### src/rtl/e203_itcm_arbctrl_pkg.sv
// ITCM arbiter shared definitions: default geometry, FSM encoding and
// the round-robin pick helper used by the top-level arbiter.
package e203_itcm_arbctrl_pkg;

    localparam int ITCM_AW          = 16;
    localparam int ITCM_DW          = 64;
    localparam int ITCM_MW          = ITCM_DW / 8;
    localparam int ITCM_ARB_LS_IDLE = 8;

    typedef enum logic [1:0] {
        ARB_RUN   = 2'd0,
        ARB_SLEEP = 2'd1,
        ARB_WAKE  = 2'd2
    } arb_state_e;

    // LSU wins when it is the only requester, or on a tie when IFU
    // was the last one granted.
    function automatic logic rr_pick_lsu(input logic ifu_req,
                                         input logic lsu_req,
                                         input logic last_lsu);
        return lsu_req && (!ifu_req || !last_lsu);
    endfunction

endpackage

### src/rtl/e203_itcm_rspbuf.sv
// Per-requester response path: pend flag, 1-entry holding buffer, eligibility.
// Ports: grant/ram_dout in, rsp_valid/rsp_ready/rsp_rdata handshake, elig out.
module e203_itcm_rspbuf
    import e203_itcm_arbctrl_pkg::*;
#(
    parameter int DW = ITCM_DW
) (
    input  logic          clk,
    input  logic          rst,
    input  logic          grant,
    input  logic [DW-1:0] ram_dout,
    input  logic          rsp_ready,
    output logic          rsp_valid,
    output logic [DW-1:0] rsp_rdata,
    output logic          elig
);

    logic          pend_q, pend_d;
    logic          buf_vld_q, buf_vld_d;
    logic [DW-1:0] buf_q, buf_d;

    always_comb begin
        rsp_valid = !rst && (pend_q || buf_vld_q);
        rsp_rdata = buf_vld_q ? buf_q : ram_dout;
        // A new grant is allowed only if the previous read data leaves
        // this cycle, so the single buffer can never overflow.
        elig      = !buf_vld_q && (!pend_q || rsp_ready);
        pend_d    = grant;
        buf_vld_d = buf_vld_q;
        buf_d     = buf_q;
        if (rsp_valid && rsp_ready) begin
            buf_vld_d = 1'b0;
        end
        if (pend_q && !rsp_ready) begin
            buf_vld_d = 1'b1;
            buf_d     = ram_dout;
        end
    end

    always_ff @(posedge clk) begin
        if (rst) begin
            pend_q    <= 1'b0;
            buf_vld_q <= 1'b0;
            buf_q     <= '0;
        end else begin
            pend_q    <= pend_d;
            buf_vld_q <= buf_vld_d;
            buf_q     <= buf_d;
        end
    end

endmodule

### src/rtl/e203_itcm_arbctrl.sv
// ITCM RAM sequencer: round-robin IFU/LSU arbitration, response buffering,
// idle-driven light sleep. Ports: ifu_* / lsu_* cmd+rsp, ram_* macro pins.
module e203_itcm_arbctrl
    import e203_itcm_arbctrl_pkg::*;
#(
    parameter int AW      = ITCM_AW,
    parameter int DW      = ITCM_DW,
    parameter int MW      = ITCM_MW,
    parameter int LS_IDLE = ITCM_ARB_LS_IDLE
) (
    input  logic          clk,
    input  logic          rst,
    input  logic          ifu_cmd_valid,
    output logic          ifu_cmd_ready,
    input  logic [AW-1:0] ifu_cmd_addr,
    output logic          ifu_rsp_valid,
    input  logic          ifu_rsp_ready,
    output logic [DW-1:0] ifu_rsp_rdata,
    input  logic          lsu_cmd_valid,
    output logic          lsu_cmd_ready,
    input  logic          lsu_cmd_read,
    input  logic [AW-1:0] lsu_cmd_addr,
    input  logic [DW-1:0] lsu_cmd_wdata,
    input  logic [MW-1:0] lsu_cmd_wmask,
    output logic          lsu_rsp_valid,
    input  logic          lsu_rsp_ready,
    output logic [DW-1:0] lsu_rsp_rdata,
    output logic          ram_cs,
    output logic          ram_we,
    output logic [AW-1:0] ram_addr,
    output logic [DW-1:0] ram_din,
    output logic [MW-1:0] ram_wem,
    input  logic [DW-1:0] ram_dout,
    output logic          ram_ls,
    output logic          ram_ds,
    output logic          ram_sd
);

    localparam int            CW       = $clog2(LS_IDLE + 1);
    localparam logic [CW-1:0] IDLE_MAX = CW'(LS_IDLE);

    arb_state_e    state_q, state_d;
    logic          last_lsu_q, last_lsu_d;
    logic [CW-1:0] idle_q, idle_d;

    logic run, ifu_req, lsu_req, ifu_gnt, lsu_gnt;
    logic ifu_elig, lsu_elig, any_valid, busy;

    e203_itcm_rspbuf #(.DW(DW)) u_ifu_rsp (
        .clk       (clk),
        .rst       (rst),
        .grant     (ifu_gnt),
        .ram_dout  (ram_dout),
        .rsp_ready (ifu_rsp_ready),
        .rsp_valid (ifu_rsp_valid),
        .rsp_rdata (ifu_rsp_rdata),
        .elig      (ifu_elig)
    );

    e203_itcm_rspbuf #(.DW(DW)) u_lsu_rsp (
        .clk       (clk),
        .rst       (rst),
        .grant     (lsu_gnt),
        .ram_dout  (ram_dout),
        .rsp_ready (lsu_rsp_ready),
        .rsp_valid (lsu_rsp_valid),
        .rsp_rdata (lsu_rsp_rdata),
        .elig      (lsu_elig)
    );

    assign ram_ds = 1'b0;
    assign ram_sd = 1'b0;

    always_comb begin
        run           = !rst && (state_q == ARB_RUN);
        ifu_req       = run && ifu_cmd_valid && ifu_elig;
        lsu_req       = run && lsu_cmd_valid && lsu_elig;
        lsu_gnt       = rr_pick_lsu(ifu_req, lsu_req, last_lsu_q);
        ifu_gnt       = ifu_req && !lsu_gnt;
        ifu_cmd_ready = ifu_gnt;
        lsu_cmd_ready = lsu_gnt;
        ram_cs        = ifu_gnt || lsu_gnt;
        ram_we        = lsu_gnt && !lsu_cmd_read;
        ram_addr      = lsu_gnt ? lsu_cmd_addr : ifu_cmd_addr;
        ram_din       = lsu_cmd_wdata;
        ram_wem       = lsu_gnt ? lsu_cmd_wmask : '0;
        ram_ls        = !rst && (state_q == ARB_SLEEP);

        last_lsu_d = last_lsu_q;
        if (ram_cs) begin
            last_lsu_d = lsu_gnt;
        end

        any_valid = ifu_cmd_valid || lsu_cmd_valid;
        busy      = ram_cs || ifu_rsp_valid || lsu_rsp_valid || any_valid;
        if (busy) begin
            idle_d = '0;
        end else if (idle_q == IDLE_MAX) begin
            idle_d = idle_q;
        end else begin
            idle_d = idle_q + 1'b1;
        end

        state_d = state_q;
        unique case (state_q)
            ARB_RUN:   if (idle_q == IDLE_MAX && !any_valid) state_d = ARB_SLEEP;
            ARB_SLEEP: if (any_valid) state_d = ARB_WAKE;
            ARB_WAKE:  state_d = ARB_RUN;
            default:   state_d = ARB_RUN;
        endcase
    end

    // Pointer resets to "LSU last" so IFU wins the first tie.
    always_ff @(posedge clk) begin
        if (rst) begin
            state_q    <= ARB_RUN;
            last_lsu_q <= 1'b1;
            idle_q     <= '0;
        end else begin
            state_q    <= state_d;
            last_lsu_q <= last_lsu_d;
            idle_q     <= idle_d;
        end
    end

endmodule

### config.mk
export PLATFORM = sky130hd
export DESIGN_NAME = e203_itcm_arbctrl
export DESIGN_NICKNAME = d
export VERILOG_FILES = /design/src/rtl/e203_itcm_arbctrl_pkg.sv /design/src/rtl/e203_itcm_rspbuf.sv /design/src/rtl/e203_itcm_arbctrl.sv
export SDC_FILE = /design/constraint.sdc
export NUM_CORES = 1
export LEC_CHECK = 0
export ABC_AREA = 1
export CORE_AREA = 2 2 158 160
export CTS_CLUSTER_SIZE = 12
export DETAILED_ROUTE_END_ITERATION = 16
export DIE_AREA = 0 0 160 162
export PLACE_DENSITY = 0.66
export SLEW_MARGIN = 15
export SYNTH_ARGS = -nofsm -noshare
export SYNTH_HDL_FRONTEND = slang
export SYNTH_SLANG_ARGS = --single-unit
### constraint.sdc
create_clock -name clk -period 1.3 [get_ports clk]
set_input_delay 0.26 -clock clk [delete_from_list [all_inputs] [get_ports clk]]
set_output_delay 0.26 -clock clk [all_outputs]
set_load 0.005 [all_outputs]
After elaboration in Yosys (flattened, before gate mapping)
Cells that the tools add are included.
W data, S select, Z words.
{"block": "word_totals", "regBits": 139}
{"block": "op_classes", "n_mux": 11, "n_reduce_logical": 45, "eq_ne": 4, "add_sub_neg": 1}
{"op": "$mux W64", "count": 2}
{"op": "$logic_and A1 B1 Y1", "count": 18}
{"op": "$mux W16", "count": 1}
{"op": "$logic_not A1 Y1", "count": 12}
{"op": "$logic_or A1 B1 Y1", "count": 10}
{"op": "$mux W8", "count": 1}
{"op": "$add A4 B1 Y4 const B", "count": 1}
{"op": "$eq A4 B4 Y1 const B", "count": 1}
{"op": "$mux W1", "count": 4}
{"op": "$mux W2", "count": 2}
{"op": "$pmux W2 S2", "count": 1}
{"op": "$reduce_bool A2 Y1", "count": 2}
{"op": "$eq A2 B1 Y1 const B", "count": 1}
{"op": "$logic_not A2 Y1", "count": 1}
{"op": "$ne A2 B1 Y1 const B", "count": 1}
{"op": "$ne A2 B2 Y1 const B", "count": 1}
{"op": "$reduce_and A2 Y1", "count": 1}
{"op": "$reduce_or A2 Y1", "count": 1}

Longest topological paths before layout
{"block": "logic_depth", "ltp_word": 14, "depth_mapped": 8, "ltp_nobuf": 7}

Cells and area by module
From an unflattened synthesis, not the netlist that was laid out.
{"block": "unflattened", "cells_unflattened": 1314, "hier_area_um2": 8040.2}
{"module": "e203_itcm_rspbuf", "seq_area_each_um2": 1321.3, "instances": 2, "cells_each": 564, "area_each_um2": 3397.0}
{"module": "e203_itcm_arbctrl", "seq_area_each_um2": 140.1, "instances": 1, "cells_each": 186, "area_each_um2": 1246.2}

Least setup slack after synthesis
Ideal clock, no wire load.
{"block": "synth_timing", "path_type": "register to output", "from": "register u_ifu_rsp.buf_vld_q", "to": "output port ram_cs", "slack_ps": -53, "stages_incl_launch_ff": 8, "t_arrival_ps": 1093, "path_buffers": 3, "cell_sequence": "dfxtp_1 > buf_6 > nor2_8 > nand3_4 > nand2_2 > buf_6 > buf_12 > nand2_2"}
{"block": "synth_via", "elab_chain_cells": 9}
{"item": "start: declaration", "line_no": "e203_itcm_rspbuf.sv:19", "rtl": "logic buf_vld_q, buf_vld_d;"}
{"item": "start signal: assignment", "line_no": "e203_itcm_rspbuf.sv:47", "rtl": "buf_vld_q <= buf_vld_d;"}
{"item": "$logic_not A1 Y1 *", "line_no": "e203_itcm_rspbuf.sv:27", "rtl": "elig = !buf_vld_q && (!pend_q || rsp_ready);"}
{"item": "$logic_and A1 B1 Y1 *", "line_no": "e203_itcm_rspbuf.sv:27"}
{"item": "$logic_and A1 B1 Y1 *", "line_no": "e203_itcm_arbctrl.sv:76", "rtl": "ifu_req = run && ifu_cmd_valid && ifu_elig;"}
{"item": "$logic_not A1 Y1", "line_no": "e203_itcm_arbctrl_pkg.sv:21", "rtl": "return lsu_req && (!ifu_req || !last_lsu);"}
{"item": "$logic_or A1 B1 Y1", "line_no": "e203_itcm_arbctrl_pkg.sv:21"}
{"item": "$logic_and A1 B1 Y1", "line_no": "e203_itcm_arbctrl_pkg.sv:21"}
{"item": "$logic_not A1 Y1", "line_no": "e203_itcm_arbctrl.sv:79", "rtl": "ifu_gnt = ifu_req && !lsu_gnt;"}
{"item": "$logic_and A1 B1 Y1", "line_no": "e203_itcm_arbctrl.sv:79"}
{"item": "$logic_or A1 B1 Y1 *", "line_no": "e203_itcm_arbctrl.sv:82", "rtl": "ram_cs = ifu_gnt || lsu_gnt;"}
{"item": "end: declaration", "line_no": "e203_itcm_arbctrl.sv:28", "rtl": "output logic ram_cs,"}
Every way passes the cells marked *; elsewhere a longest branch is shown, timed or not.

Final worst setup path
{"block": "layout_timing", "from": "register u_lsu_rsp.buf_vld_q", "to": "output port lsu_rsp_rdata[19]"}
{"block": "layout_via", "elab_chain_cells": 1}
{"item": "start: declaration", "line_no": "e203_itcm_rspbuf.sv:19"}
{"item": "start signal: assignment", "line_no": "e203_itcm_rspbuf.sv:47"}
{"item": "$mux W64", "line_no": "e203_itcm_rspbuf.sv:24", "rtl": "rsp_rdata = buf_vld_q ? buf_q : ram_dout;"}
{"item": "end: declaration", "line_no": "e203_itcm_arbctrl.sv:27", "rtl": "output logic [DW-1:0] lsu_rsp_rdata,"}
No other way between the ends.

==> out/summary.txt <==
Status -> complete, but fails checks
Failing checks -> setup timing
CP max stage cell -> dfxtp_4
VDD IR max -> 0.000684 V
Die X-Extent -> 160 um
Post-CTS Hold Fix Bufs -> 0
PwrDens -> 952 nW/um^2
RSZ-0062 raised after global routing -> true
Vias in the first global route -> 7826
Worst Path Buf+Inv -> 6
Number of synthesized register bits -> 139
Max H-tree Level -> 4
Nets -> 1525
Post-Route WL -> 30.3 mm
Fillers -> 2163
Kind of end point of the critical path -> output pin
Total GRT Usage -> 20.3%
Distinct cell type count after synthesis -> 28
Clk_skew -> 0.0135 ns
Startpoint Class -> flip-flop
Core area -> 24100 sq um
Register area -> 2790 sq um
Syn avg cell area -> 7.03 sq um
Share of layout cells above drive strength 1 -> 49.8%
Antenna-violating nets left -> 0
I/O pin total -> 400
Pre-CTS setup slack -> -1.07 ns
Area of the multi-input gates -> 4090 sq um
Final Hold Fails -> 0
Yosys Warn Count -> 0
Max-cap viol count -> 0
Cells after synthesis -> 989
Initial core utilization -> 28.8%
Placed cells -> 1543
Worst skew pair latency -> 0.41 ns
Clock transition at path regs -> 0.07 ns
Register area share after synthesis -> 40.0%
Initial antenna violation count -> 1
Pleak -> 6.16 nW
Crit path arrival time -> 1.75 ns
Final setup viols -> 160
CP max stage delay -> 0.37 ns
Crit path cell chain -> buf_4 > buf_8 > buf_16 > buf_16 > buf_4 > o21ai_2 > buf_2
Die Y -> 162 um
Crit Path Class -> flip-flop to output pin
Crit-path max FO -> 6
Delay-heaviest family, CP -> buffers and inverters
Worst setup margin -> -0.708 ns
Worst Path Required -> 1.04 ns
Drt first pass iters -> 5
Initial DRC Count -> 556
Worst hold-check path type -> primary input to flip-flop
Clock root buffer -> clkbuf_16
Period Utilization, post-route -> 154%
First-pass GRT wire length -> 42.0 mm
Vias -> 8283
Setup_tns -> -83.04 ns
Drt drc -> 0
Synth-to-layout area growth -> 90.1%
Max-slew violation count -> 0
GPL Wtd Cong -> 0.803
Overflow after GRT -> 0
Sink Count -> 139
Core Rows -> 57
Mapped Area -> 6950 sq um
Die area -> 25900 sq um
Clock period minus final worst setup slack -> 2.01 ns
Wire per inst -> 18.0 um
Non-Filler Instances -> 1686
Max frequency -> 498 MHz
Num CTS Buffers -> 17
Hpwl dp -> 15.8 mm
CTS Buffer Depth -> 2
IO Port Bufs -> 269
CTS tree -> built
Largest net degree at the start of global routing -> 70
Vias/cell -> 4.91
## path summary, 6_finish.rpt
check,start,to,slack (ns),cells after the start
worst max-delay path,u_lsu_rsp.buf_vld_q$_SDFFE_PP0P_,lsu_rsp_rdata[19],-0.71,7
worst max register to register,state_q[1]$_SDFFE_PP0P_,u_lsu_rsp.pend_q$_SDFF_PP0_,-0.03,9
worst min register to register,state_q[1]$_SDFFE_PP0P_,state_q[1]$_SDFFE_PP0P_,0.53,2
worst min-delay path,rst,state_q[1]$_SDFFE_PP0P_,0.21,3
## metrics by stage
step | power, mW | utilization (%) | area (sq um) | hold WS, ns
floorplan | 5.60 | - | 6970 | 0.324
global placement | 6.86 | 42.2 | 10200 | 0.508
detailed placement | 6.88 | 42.2 | 10200 | 0.514
CTS | 12.3 | 50.2 | 12100 | 0.313
global route | 13.1 | 54.8 | 13200 | 0.240
finish | 12.6 | 54.8 | 13200 | 0.213
## where the power goes
group          internal, mW  leakage [nW]  total, mW  switching (mW)
sequential             4.47          1.14       4.62           0.153
combinational          1.57          4.72       2.89            1.32
clock                  2.78         0.298       5.06            2.28
## state kept, by name (all words and copies together), names as in the netlist
name,count
u_ifu_rsp.buf_q,64
u_lsu_rsp.buf_q,64
idle_q,4
state_q,2
last_lsu_q,1
u_ifu_rsp.buf_vld_q,1
u_ifu_rsp.pend_q,1
u_lsu_rsp.buf_vld_q,1
u_lsu_rsp.pend_q,1
## routing by layer
metal / global-route usage, % / up-vias / part of all wire (%)
li1: - / 3927 / -
met1: 23.0 / 3937 / 39
met2: 36.2 / 324 / 50
met3: 4.95 / 95 / 6.2
met4: 8.93 / 0 / 4.4
met5: 0 / - / 0
## cell usage in the layout (no fill, tap or decap), types with 11 or more instances in the layout
cell type        count
o21ai_2            105
buf_12              28
nand2_4             39
o21ai_4             13
a21oi_1            127
o21ai_1             24
buf_2              144
dfxtp_1            135
buf_4               70
o21ai_0            116
nor2_4              11
buf_6               73
nand2_1             59
clkdlybuf4s50_1    108
buf_16              21
inv_1               85
buf_8               21
nand3_1             13
nand2_2             76
clkbuf_16           27
## worst register-to-register path: cells and delay by family, from the launching register on
kind,cells,cell delay [ns]
flip-flops,1,0.32
buffers and inverters,5,0.52
AND/OR/NAND/NOR,4,0.44
## timing repair
item / in CTS / in global routing
buffers inserted: 62 / 27
cloned: 24 / 12
gates resized for setup: 1021 / 251
endpoints found under the setup margin: 211 / 280
pin swaps: 79 / 64
## cell usage after synthesis (all sizes together)
library cell | count | area share (%)
a21oi | 129 | 9.3
inv | 95 | 5.1
nor4 | 1 | 0.090
or2 | 1 | 0.090
nand2 | 175 | 9.6
nor3 | 2 | 0.22
nand3 | 20 | 1.6
dfxtp | 139 | 40
xor2 | 2 | 0.25
buf | 93 | 9.4
nor2 | 22 | 2.6
o21ai | 258 | 19
a211oi | 1 | 0.11
conb | 1 | 0.054
ha | 2 | 0.36
clkbuf | 48 | 2.7
## layout make-up
cell class                 instances  share of cell area, %
clock buffer                      17                   3.22
timing repair buffer             480                   37.2
tap                              324                   3.07
inverter                          95                   2.96
clock inverter                    15                   1.45
antenna                            1                 0.0189
sequential                       139                   21.1
multi-input combinational        615                   30.9
## cells by family (layout without fill, tap and decap cells)
logic type      after synthesis  in the layout  synth area share (%)
fa+ha+maj                     2              2                 0.360
simple gates                221            221                  14.1
xor+xnor                      2              2                 0.252
compound gates              388            388                  28.0
flops                       139            139                  40.0
other cells                   1              3                0.0539
buf+inv                     236            607                  17.2
Power figures use the tool's default switching activity.
